### src/rtl/alu_bist_pkg.sv
// Shared ALU control codes, BIST FSM states and the test vector record.
package alu_bist_pkg;

    localparam logic [3:0] ALU_ADD  = 4'b0000;
    localparam logic [3:0] ALU_SUB  = 4'b0001;
    localparam logic [3:0] ALU_AND  = 4'b0010;
    localparam logic [3:0] ALU_OR   = 4'b0011;
    localparam logic [3:0] ALU_XOR  = 4'b0100;
    localparam logic [3:0] ALU_SLT  = 4'b0101;
    localparam logic [3:0] ALU_SLTU = 4'b0110;

    typedef enum logic [2:0] {
        S_IDLE,
        S_DRIVE,
        S_SETTLE,
        S_CHECK,
        S_DONE
    } state_t;

    typedef struct packed {
        logic [31:0] a;
        logic [31:0] b;
        logic [3:0]  ctrl;
        logic [31:0] res;
        logic        zero;
    } vec_t;

endpackage

### src/rtl/alu_bist_rom.sv
// Fixed ALU self-test vector table; unused indices read as all zeros.
module alu_bist_rom
    import alu_bist_pkg::*;
#(
    parameter int IDX_W = 4
) (
    input  logic [IDX_W-1:0] idx,
    output vec_t             vec
);

    localparam logic [31:0] VA = 32'h00BC614E;
    localparam logic [31:0] VB = 32'h05397FB1;
    localparam logic [31:0] MS = 32'h80000000;

    always_comb begin
        vec = '0;
        case (int'(idx))
            0: vec = '{VA, VB, ALU_ADD,  32'h05F5E0FF, 1'b0};
            1: vec = '{VA, VB, ALU_SUB,  32'hFB82E19D, 1'b0};
            2: vec = '{VA, VB, ALU_AND,  32'h00386100, 1'b0};
            3: vec = '{VA, VB, ALU_OR,   32'h05BD7FFF, 1'b0};
            4: vec = '{VA, VB, ALU_XOR,  32'h05851EFF, 1'b0};
            5: vec = '{VA, VB, ALU_SLT,  32'h00000001, 1'b0};
            6: vec = '{VA, VB, ALU_SLTU, 32'h00000001, 1'b0};
            7: vec = '{VA, VA, ALU_SUB,  32'h00000000, 1'b1};
            8: vec = '{MS, 32'd1, ALU_SLT,  32'h00000001, 1'b0};
            9: vec = '{MS, 32'd1, ALU_SLTU, 32'h00000000, 1'b1};
            default: vec = '0;
        endcase
    end

endmodule

### src/rtl/alu_bist.sv
// ALU built-in self-test: drives table vectors, waits, checks result/zero,
// and reports pass or the first failing vector.
module alu_bist
    import alu_bist_pkg::*;
#(
    parameter int NUM_VEC       = 10,
    parameter int SETTLE_CYCLES = 1,
    parameter int IDX_W         = 4
) (
    input  logic             clk,
    input  logic             reset,
    input  logic             start,
    output logic             busy,
    output logic             done,
    output logic             pass,
    output logic [IDX_W-1:0] fail_index,
    output logic [31:0]      fail_result,
    output logic [31:0]      alu_a,
    output logic [31:0]      alu_b,
    output logic [3:0]       alu_ctrl,
    input  logic [31:0]      alu_result,
    input  logic             alu_zero
);

    localparam logic [IDX_W-1:0] LAST   = IDX_W'(NUM_VEC - 1);
    localparam logic [3:0]       SET_LD = 4'(SETTLE_CYCLES);

    state_t           state, state_n;
    logic [IDX_W-1:0] idx, idx_n;
    logic [3:0]       cnt, cnt_n;
    logic             busy_n, done_n, pass_n;
    logic [IDX_W-1:0] fail_index_n;
    logic [31:0]      fail_result_n;
    logic [31:0]      alu_a_n, alu_b_n;
    logic [3:0]       alu_ctrl_n;
    vec_t             vec;
    logic             mismatch;

    alu_bist_rom #(.IDX_W(IDX_W)) u_rom (
        .idx (idx),
        .vec (vec)
    );

    assign mismatch = {alu_zero, alu_result} != {vec.zero, vec.res};

    always_ff @(posedge clk) begin
        if (reset) begin
            state       <= S_IDLE;
            idx         <= '0;
            cnt         <= '0;
            busy        <= 1'b0;
            done        <= 1'b0;
            pass        <= 1'b0;
            fail_index  <= '0;
            fail_result <= '0;
            alu_a       <= '0;
            alu_b       <= '0;
            alu_ctrl    <= '0;
        end else begin
            state       <= state_n;
            idx         <= idx_n;
            cnt         <= cnt_n;
            busy        <= busy_n;
            done        <= done_n;
            pass        <= pass_n;
            fail_index  <= fail_index_n;
            fail_result <= fail_result_n;
            alu_a       <= alu_a_n;
            alu_b       <= alu_b_n;
            alu_ctrl    <= alu_ctrl_n;
        end
    end

    always_comb begin
        state_n       = state;
        idx_n         = idx;
        cnt_n         = cnt;
        busy_n        = busy;
        done_n        = done;
        pass_n        = pass;
        fail_index_n  = fail_index;
        fail_result_n = fail_result;
        alu_a_n       = alu_a;
        alu_b_n       = alu_b;
        alu_ctrl_n    = alu_ctrl;
        unique case (state)
            S_IDLE, S_DONE: begin
                if (start) begin
                    done_n        = 1'b0;
                    pass_n        = 1'b0;
                    fail_index_n  = '0;
                    fail_result_n = '0;
                    idx_n         = '0;
                    busy_n        = 1'b1;
                    state_n       = S_DRIVE;
                end
            end
            S_DRIVE: begin
                alu_a_n    = vec.a;
                alu_b_n    = vec.b;
                alu_ctrl_n = vec.ctrl;
                cnt_n      = SET_LD;
                state_n    = S_SETTLE;
            end
            S_SETTLE: begin
                cnt_n = cnt - 4'd1;
                // Treat a zero count as expired so the FSM never wraps.
                if (cnt <= 4'd1) begin
                    cnt_n   = '0;
                    state_n = S_CHECK;
                end
            end
            S_CHECK: begin
                if (mismatch) begin
                    fail_index_n  = idx;
                    fail_result_n = alu_result;
                    pass_n        = 1'b0;
                    busy_n        = 1'b0;
                    done_n        = 1'b1;
                    state_n       = S_DONE;
                end else if (idx == LAST) begin
                    pass_n  = 1'b1;
                    busy_n  = 1'b0;
                    done_n  = 1'b1;
                    state_n = S_DONE;
                end else begin
                    idx_n   = idx + 1'b1;
                    state_n = S_DRIVE;
                end
            end
            default: state_n = S_IDLE;
        endcase
    end

endmodule

### config.mk
export PLATFORM = sky130hd
export DESIGN_NAME = alu_bist
export DESIGN_NICKNAME = d
export VERILOG_FILES = /design/src/rtl/alu_bist_pkg.sv /design/src/rtl/alu_bist_rom.sv /design/src/rtl/alu_bist.sv
export SDC_FILE = /design/constraint.sdc
export NUM_CORES = 1
export LEC_CHECK = 0
export CORE_UTILIZATION = 45
export DETAILED_ROUTE_END_ITERATION = 8
export PLACE_DENSITY = 0.78
export SLEW_MARGIN = 20
export SYNTH_ARGS = -nofsm -noshare
export SYNTH_HDL_FRONTEND = slang
export SYNTH_SLANG_ARGS = --single-unit
### constraint.sdc
create_clock -name clk -period 3.2 [get_ports clk]
set_input_delay 0.48 -clock clk [delete_from_list [all_inputs] [get_ports clk]]
set_output_delay 0.48 -clock clk [all_outputs]
set_load 0.01 [all_outputs]
# Word level (Yosys, flattened, before mapping)
# Memory sizes are Yosys's and may differ from the RTL's. A register that Yosys moved wholly into a read port is not among the register bits.
# Cells that the tools add are included.
# totals
output_inout_bits	107
mem_count	1
rom_bits	1152
in_bits	36
reg_bits	118
word_cells	63
# classes
addsub	2
eq_ne	12
reduce_logical	8
n_mux	28
n_lt_le_gt_ge	1
# memory_table
name	words	width	rd	rd_clocked_by_memory_dff	write_ports	line	source
(name not given)	16	72	1	1	0	alu_bist_rom.sv:17	case (int'(idx))
# op_table
op	n
2-to-1 mux 32 bit	2
case mux 32 bit (2 select lines)	1
!= test 33 bit	1
2-to-1 mux 4 bit	7
case mux 4 bit (2 select lines)	3
2-to-1 mux 3 bit	4
case mux 3 bit (4 select lines)	1
!= test 2 bit (second input constant)	5
2-to-1 mux 1 bit	7
equality test 3 x 2 -> 1 bit (second input constant)	2
case mux 1 bit (2 select lines)	3
AND reduction 3 bit	2
adder 4 x 1 -> 4 bit (second input constant)	1
equality test 4 bit (second input constant)	1
<= comparator 4 x 1 -> 1 bit (second input constant)	1
AND reduction 4 bit	1
nonzero test 2 bit	2
subtractor 4 x 1 -> 4 bit (second input constant)	1
equality test 3 x 1 -> 1 bit (second input constant)	1
equality test 3 bit (second input constant)	1
logical NOT 3 bit	1
!= test 3 bit (second input constant)	1
AND reduction 2 bit	1
OR reduction 2 bit	1

# Logic depth before layout (Yosys ltp)
# Gate-level depths: netlist of run 1.
# logic_depth
depth_word	6
mapped_depth	11
ltp_nobuf	11

# Hierarchy
# A second synthesis of run 1 with hierarchy kept.
# hier_totals
cells_unflattened	646
area_unflattened_um2	5510.3
# by_module_without_submodules
module	cells_per_inst	area_each_um2	n_inst	seq_area_each_um2
alu_bist	518	4546.9	1	2362.3
alu_bist_rom	128	963.4	1	0.0

# Worst setup path before layout of run 1
# Ideal clock, no wire load.
# synth_timing
kind	input-to-reg
startpoint	in alu_result[9]
endpoint	reg u_rom.vec[34] (netlist name)
path_stages	10
setup_ps	117
path_slack_ps	305
t_arrival_ps	2778
n_path_buf	0
required_time_ps	3083
cell_sequence	or4_1 > nand2_1 > and4_1 > a41oi_1 > a311oi_2 > inv_1 > ha_1 > nor3b_1 > a211oi_1 > a32o_1
# synth_between
elab_chain_cells	5
# synth_rtl
item	line	source
start, declared	alu_bist.sv:21	input logic [31:0] alu_result,
!= test 33 bit	alu_bist.sv:44	assign mismatch = {alu_zero, alu_result} != {vec.zero, vec.res};
!= test 2 bit (no source line)	n/a	
AND reduction 4 bit (no source line)	n/a	
2-to-1 mux 4 bit (no source line) (2 in series)	n/a	
# Every way passes these cells.
# A chain may end at the register's enable or synchronous reset.

# Worst setup path in the final report of run 1
# layout_timing
startpoint	in alu_result[9]
endpoint	reg u_rom.vec[34] (netlist name)
# layout_between
elab_chain_cells	5
# layout_rtl
item	line
!= test 33 bit	alu_bist.sv:44
!= test 2 bit (no source line)	n/a
AND reduction 4 bit (no source line)	n/a
2-to-1 mux 4 bit (no source line) (2 in series)	n/a
# Every way passes these cells.

==> flow_summary.ini, run 1 <==
[status]
status = finished clean

[cells_and_area]
postLayoutCoreUtil = 0.621
ff_latch_area_sq_um = 1560
fill_cells = 719
multiInputGateArea_sq_um = 1860
drive_above_1_share = 0.108
layout.nets = 608
finish.cell_count_without_fillers = 671
antenna-diode-count = 0
area.growth.synth_to_final_pct = 31.9
fin_area_sq_um = 5150

[worst_setup_path]
startpoint = alu_result[9]
timing_worst_setup_path_type = in -> reg
critPathTopFamily = simple AND/OR/NAND/NOR gates
start_kind = primary input
timing.critical_path.cells = clkdlybuf4s50_1 > or4_1 > nand2_1 > and4_1 > buf_4 > a311oi_1 > o31ai_2 > inv_2 > ha_1 > nor3b_1 > a211oi_1 > a32o_1
timing.critical_path.required_ns = 3.43
path_buf_inv = 3
worst-endpoint-arrival_ns = 3.13
crit_path_max_incr_delay_ns = 0.52
timing.rr.start = state[1]
timing.critical_path.to_type = flip-flop
crit_fanout = 3
crit_path_top_delay_cell = sky130_fd_sc_hd__or4_1

[floorplanning]
top_level_ports = 143
fp.dieArea_sq_um = 9060
placementRows = 33
core_sq_um = 8300
die-height_microns = 95.2
die-width_microns = 95.2
initial_core_util = 0.471

[drt]
avgViaCountPerCell = 5.15
drt-initial-drc-count = 112
final_wirelength_microns = 9940
wl_per_cell_microns = 14.8
route.vias.total = 3458
drt_first_pass_iters = 4
drcViolationCount = 0
drtAntennaViolNets = 0

[logic_synthesis]
synth_top_cells_by_count = 78 x sky130_fd_sc_hd__dfxtp_1, 64 x sky130_fd_sc_hd__nand2_1, 60 x sky130_fd_sc_hd__buf_4, 55 x sky130_fd_sc_hd__a21oi_1, 38 x sky130_fd_sc_hd__nand3_1
synth-edff-count = 0
synth_top_family_by_area = simple AND/OR/NAND/NOR gates
synth.most_common_cell = sky130_fd_sc_hd__dfxtp_1
synthMuxAreaShare = 0.0106
synth.cell_area_sq_um = 3910
synth_xor_area_frac = 0.0336
mean_syn_cell_area_sq_um = 8.39
post-synth-top-area-fraction = 0.399
synth_compound_gate_area_share = 0.149
synth_top_area_cell = sky130_fd_sc_hd__dfxtp_1
yosys_most_used_dff = sky130_fd_sc_hd__dfxtp_1
synth_simple_gate_area_share = 0.220
netlist_top_cells_area = sky130_fd_sc_hd__dfxtp_1 40%, sky130_fd_sc_hd__buf_4 12%, sky130_fd_sc_hd__a21oi_1 7.0%
synth-seq-cells = 78
synth_warnings = 0
synth_cells = 466
async_reset_ff_frac = 0
share_of_synthesized_cell_area_in_full_adder_half_adder_and_majority_cells = 0.0352
synth.yosys.seq_area_share = 0.399
synth_cell_types = 64

[worst_hold_path]
hp-class = reg -> reg
hold_path.startpoint = u_rom.vec[100]

[timing]
slew_violations = 0
final_worst_path_period_share = 0.905
final_hold_fails = 0
slew_headroom = 0.377
period_needed_ns = 2.90
setup_tns_ns = 0
final_setup_violation_count = 0
final.setup_skew_ns = 0.0123
grt_setup_unrepaired = no
fmax_mhz = 345
tightest_slew_ns = 0.927

[global_routing]
global_route.overflow_total = 0
grt_antenna_before_repair = 0
groute.usage.overall = 0.227
grt_max_degree = 38
global_route_wire_length_before_repair_microns = 15900
vias_in_the_first_global_route = 3249

[clock_network]
ctsHoldBuffers = 0
clk_root_buffer_cell = sky130_fd_sc_hd__clkbuf_8
postCtsSetupRepairBufs = 0
cts_buffer_depth = 2
cts_buffer_count = 9
post_cts_resized = 0
tritoncts = done
cts_sinks = 78
clk_pin_slew_ns = 0.09
cts-htree-levels = 3
clk-insertion-delay-late_ns = 0.35

[run]
max_cap_violations = 0

[power]
vdd_ir_drop_max_uv = 243
power_per_cell_area_nw_per_um2 = 450
cellLeakagePower_nw = 1.94

[place]
dp_hpwl_microns = 7390
io_buffers = 113
gp_congestion = 0.856
dpl.cell_count = 655
dpl-instance-area_sq_um = 4950
## worst reg2reg max path, stage by stage (launching register included)
cell	delay, ns
sky130_fd_sc_hd__dfxtp_1	0.49
sky130_fd_sc_hd__nor2b_1	0.29
sky130_fd_sc_hd__and2_1	0.25
sky130_fd_sc_hd__buf_4	0.34
sky130_fd_sc_hd__o31ai_4	0.13
sky130_fd_sc_hd__a311oi_2	0.28
sky130_fd_sc_hd__inv_1	0.10
sky130_fd_sc_hd__ha_1	0.22
sky130_fd_sc_hd__nor3b_1	0.21
sky130_fd_sc_hd__a211oi_1	0.08
sky130_fd_sc_hd__a32o_1	0.24
## kinds of logic after synthesis
kind of cell | count (synthesis)
AND/OR/NAND/NOR | 172
buffers and inverters | 96
AO/OA/AOI/OAI | 89
flip-flops | 78
XOR/XNOR | 15
adder cells (fa/ha/maj) | 11
multiplexers | 4
other | 1
## layout by cell type, fill, tap and decap left out, drive strengths merged, types with 3 or more instances in the layout
master | synthesis | layout
ha | 11 | 11
inv | 14 | 15
conb | 1 | 29
nor3 | 6 | 6
clkdlybuf4s50 | 0 | 112
buf | 70 | 26
or4 | 4 | 4
nand2b | 4 | 4
xnor2 | 3 | 3
nand3 | 38 | 38
dfxtp | 78 | 78
nand4 | 5 | 5
and4 | 3 | 3
o21ai | 4 | 4
nand2 | 65 | 65
mux2i | 3 | 3
a21oi | 55 | 55
clkinv | 0 | 3
nor2 | 24 | 24
and2 | 7 | 7
a22o | 3 | 3
nor4 | 7 | 7
xor2 | 12 | 12
clkbuf | 12 | 10
a311oi | 3 | 3
o31ai | 3 | 3
## registers in the layout (all words and copies together) (netlist names)
register,cells
pass,1
fail_result,32
busy,1
fail_index,4
idx,4
alu_ctrl,3
cnt,4
done,1
state,3
u_rom.vec,20
alu_a,2
alu_b,3
## layer usage
layer	GRT usage	wire length, microns
met1	0.288	4460
met2	0.371	4660
met3	0.0542	660
met4	0.0859	152
met5	0	0
## stage by stage
stage / worst slack [ns] / hold slack, ns / total power, mW
floorplan: 0.305 / 0.417 / 1.40
global route: 0.0926 / 0.452 / 2.43
detailed placement: -0.0354 / 0.427 / 1.59
global placement: -0.0404 / 0.423 / 1.58
CTS: 0.320 / 0.433 / 2.34
finish: 0.304 / 0.431 / 2.32
## final cells by class
class / instances / share of cell area
clock inverter: 6 / 0.0133
sequential: 78 / 0.303
timing repair buffer: 138 / 0.260
clock buffer: 10 / 0.0267
inverter: 14 / 0.0102
multi-input combinational: 320 / 0.362
tap: 105 / 0.0255
## power by group
| group | total, mW | internal (mW) | switching (mW) |
|---|---|---|---|
| Sequential | 1.04 | 0.999 | 0.0399 |
| Combinational | 0.529 | 0.245 | 0.284 |
| Clock | 0.753 | 0.386 | 0.367 |
| Total | 2.32 | 1.63 | 0.692 |
## path summary, 6_finish.rpt
path	slack, ns	cells past startpoint	endpoint
max	0.30	12	u_rom.vec[34]
min	0.43	2	alu_a[31]
max reg2reg	0.47	10	u_rom.vec[34]
min reg2reg	0.43	2	alu_a[31]
Power figures use the tool's default switching activity.
==> inputs of run 2 (changes only) <==
--- a/config.mk
+++ b/config.mk
@@ -5,9 +5,11 @@
 export SDC_FILE = /design/constraint.sdc
 export NUM_CORES = 1
 export LEC_CHECK = 0
-export CORE_UTILIZATION = 45
+export CORE_UTILIZATION = 46
+export CTS_BUF_LIST = sky130_fd_sc_hd__clkbuf_2 sky130_fd_sc_hd__clkbuf_4 sky130_fd_sc_hd__clkbuf_8
 export DETAILED_ROUTE_END_ITERATION = 8
-export PLACE_DENSITY = 0.78
+export GPL_ROUTABILITY_DRIVEN = 0
+export PLACE_DENSITY = 0.79
 export SLEW_MARGIN = 20
 export SYNTH_ARGS = -nofsm -noshare
 export SYNTH_HDL_FRONTEND = slang
==> run 2 against run 1 <==
Against the previous run: setup slack worse by 0.056 ns; clock power down 9.4%; design area down 0.78%; power down 3.7%; critical path depth down 1; wire length down 3.6%; hold slack better by 0.0065 ns; sequential cell count unchanged; sequential share of layout area up 0.24 points; sequential power about the same; fmax down 1.9%; critical endpoint unchanged; largest cell class unchanged; highest routed layer unchanged.
==> flow_summary.ini, run 2 (synthesis gave the netlist of run 1 again) <==
[global_routing]
grt_antenna_before_repair = 0
groute.usage.overall = 0.219
grt_max_degree = 41
global_route.overflow_total = 0
vias_in_the_first_global_route = 3157
global_route_wire_length_before_repair_microns = 14900

[clock_network]
cts-htree-levels = 3
post_cts_resized = 0
clk_pin_slew_ns = 0.09
clk-insertion-delay-late_ns = 0.36
cts_buffer_count = 9
clk_root_buffer_cell = sky130_fd_sc_hd__clkbuf_8
tritoncts = done
cts_sinks = 78
ctsHoldBuffers = 0
cts_buffer_depth = 2
postCtsSetupRepairBufs = 0

[cells_and_area]
antenna-diode-count = 0
layout.cells.most_common_list = 112 x sky130_fd_sc_hd__clkdlybuf4s50_1, 78 x sky130_fd_sc_hd__dfxtp_1, 64 x sky130_fd_sc_hd__nand2_1
area.growth.synth_to_final_pct = 30.9
postLayoutCoreUtil = 0.623
layout.nets = 607
registers.top_by_ff_count = fail_result
largest_register_ffs = 32
layout.cells.most_common = sky130_fd_sc_hd__clkdlybuf4s50_1
drive_above_1_share = 0.108
finish.cell_count_without_fillers = 670
fin_area_sq_um = 5110

[timing]
final_worst_path_period_share = 0.923
slew_headroom = 0.433
final_hold_fails = 0
final_setup_violation_count = 0
fin_hold_ws_ns = 0.438
timing.final.ws_setup_ns = 0.248
final.setup_skew_ns = 0.00821
grt_setup_unrepaired = no
slew_violations = 0
period_needed_ns = 2.95
setup_tns_ns = 0
fmax_mhz = 339
tightest_slew_ns = 0.840

[drt]
avgViaCountPerCell = 5.17
route.vias.total = 3464
wl_per_cell_microns = 14.3
drt-initial-drc-count = 215
wl_met3_microns = 840
drtAntennaViolNets = 0
final_wirelength_microns = 9580
met2RoutedLength_microns = 4480
highest_metal_layer_with_signal_wires = met4
drt_first_pass_iters = 4
drcViolationCount = 0
m1WireLength_microns = 4160

[floorplanning]
fp.dieArea_sq_um = 8870
initial_core_util = 0.476
top_level_ports = 143
placementRows = 33
die-width_microns = 94.2
die-height_microns = 94.2
core_sq_um = 8220

[power]
power.total_mw = 2.24
vdd_ir_drop_max_uv = 316
cellLeakagePower_nw = 1.91
power_per_cell_area_nw_per_um2 = 437

[worst_setup_path]
worst-endpoint-arrival_ns = 3.21
timing.critical_path.required_ns = 3.46
crit_fanout = 3
reg2reg_to = u_rom.vec[34]
ff2ff_path_depth = 10
reg2reg_setup_slack_ns = 0.42
timing.critical_path.to_type = flip-flop
start_kind = primary input
timing_worst_setup_path_type = in -> reg
timing.rr.start = u_rom.vec[32]

[place]
io_buffers = 113
dp_hpwl_microns = 7170
pre_cts_ws_ns = -0.134
dpl.cell_count = 654
dpl-instance-area_sq_um = 4930

[worst_hold_path]
timing.hold.worst_endpoint = alu_b[24]
hp-class = reg -> reg
hold_path.startpoint = u_rom.vec[63]
timing.hold.worst_path_depth = 2

[status]
status = finished clean

[run]
max_cap_violations = 0
[run 2: cell type report]
cell class | count | area, sq um
clock buffers | 9 | 124
fillers | 697 | 3100
repair buffers | 137 | 1320
well taps | 105 | 131
inverters | 14 | 52.6
multi-input cells | 320 | 1870
flip-flops and latches | 78 | 1560
clock inverters | 7 | 56.3
[run 2: worst max path at each step]
stage	startpoint	end	slack [ns]	cells past startpoint
finish	alu_result[9]	u_rom.vec[34]	0.25	11
floorplan	alu_result[9]	u_rom.vec[34]	0.30	10
detailed placement	alu_result[9]	u_rom.vec[34]	-0.13	13
global route	alu_result[9]	u_rom.vec[34]	0.07	13
CTS	alu_result[9]	u_rom.vec[34]	0.24	13
global placement	alu_result[9]	u_rom.vec[34]	0.02	11
[run 2: worst max-delay path: stages]
cell and delay (ns):
sky130_fd_sc_hd__clkdlybuf4s50_1 0.44, sky130_fd_sc_hd__or4_1 0.52, sky130_fd_sc_hd__nand2_1 0.16, sky130_fd_sc_hd__and4_1 0.28, sky130_fd_sc_hd__a311oi_1 0.14, sky130_fd_sc_hd__o31ai_2 0.34
sky130_fd_sc_hd__inv_2 0.10, sky130_fd_sc_hd__ha_1 0.21, sky130_fd_sc_hd__nor3b_1 0.20, sky130_fd_sc_hd__a211oi_1 0.09, sky130_fd_sc_hd__a32o_1 0.25
[run 2: per-layer routing]
layer | vias up | track usage
met5 | - | 0
met4 | 0 | 0.0718
met3 | 12 | 0.0736
met2 | 160 | 0.364
met1 | 1591 | 0.263
li1 | 1701 | -
[run 2: power breakdown]
group / leakage (nW) / internal [mW] / total [mW] / switching, mW
combinational: 1.20 / 0.238 / 0.515 / 0.276
sequential: 0.630 / 0.999 / 1.04 / 0.0396
clock: 0.0789 / 0.289 / 0.682 / 0.393
total: 1.91 / 1.53 / 2.24 / 0.709
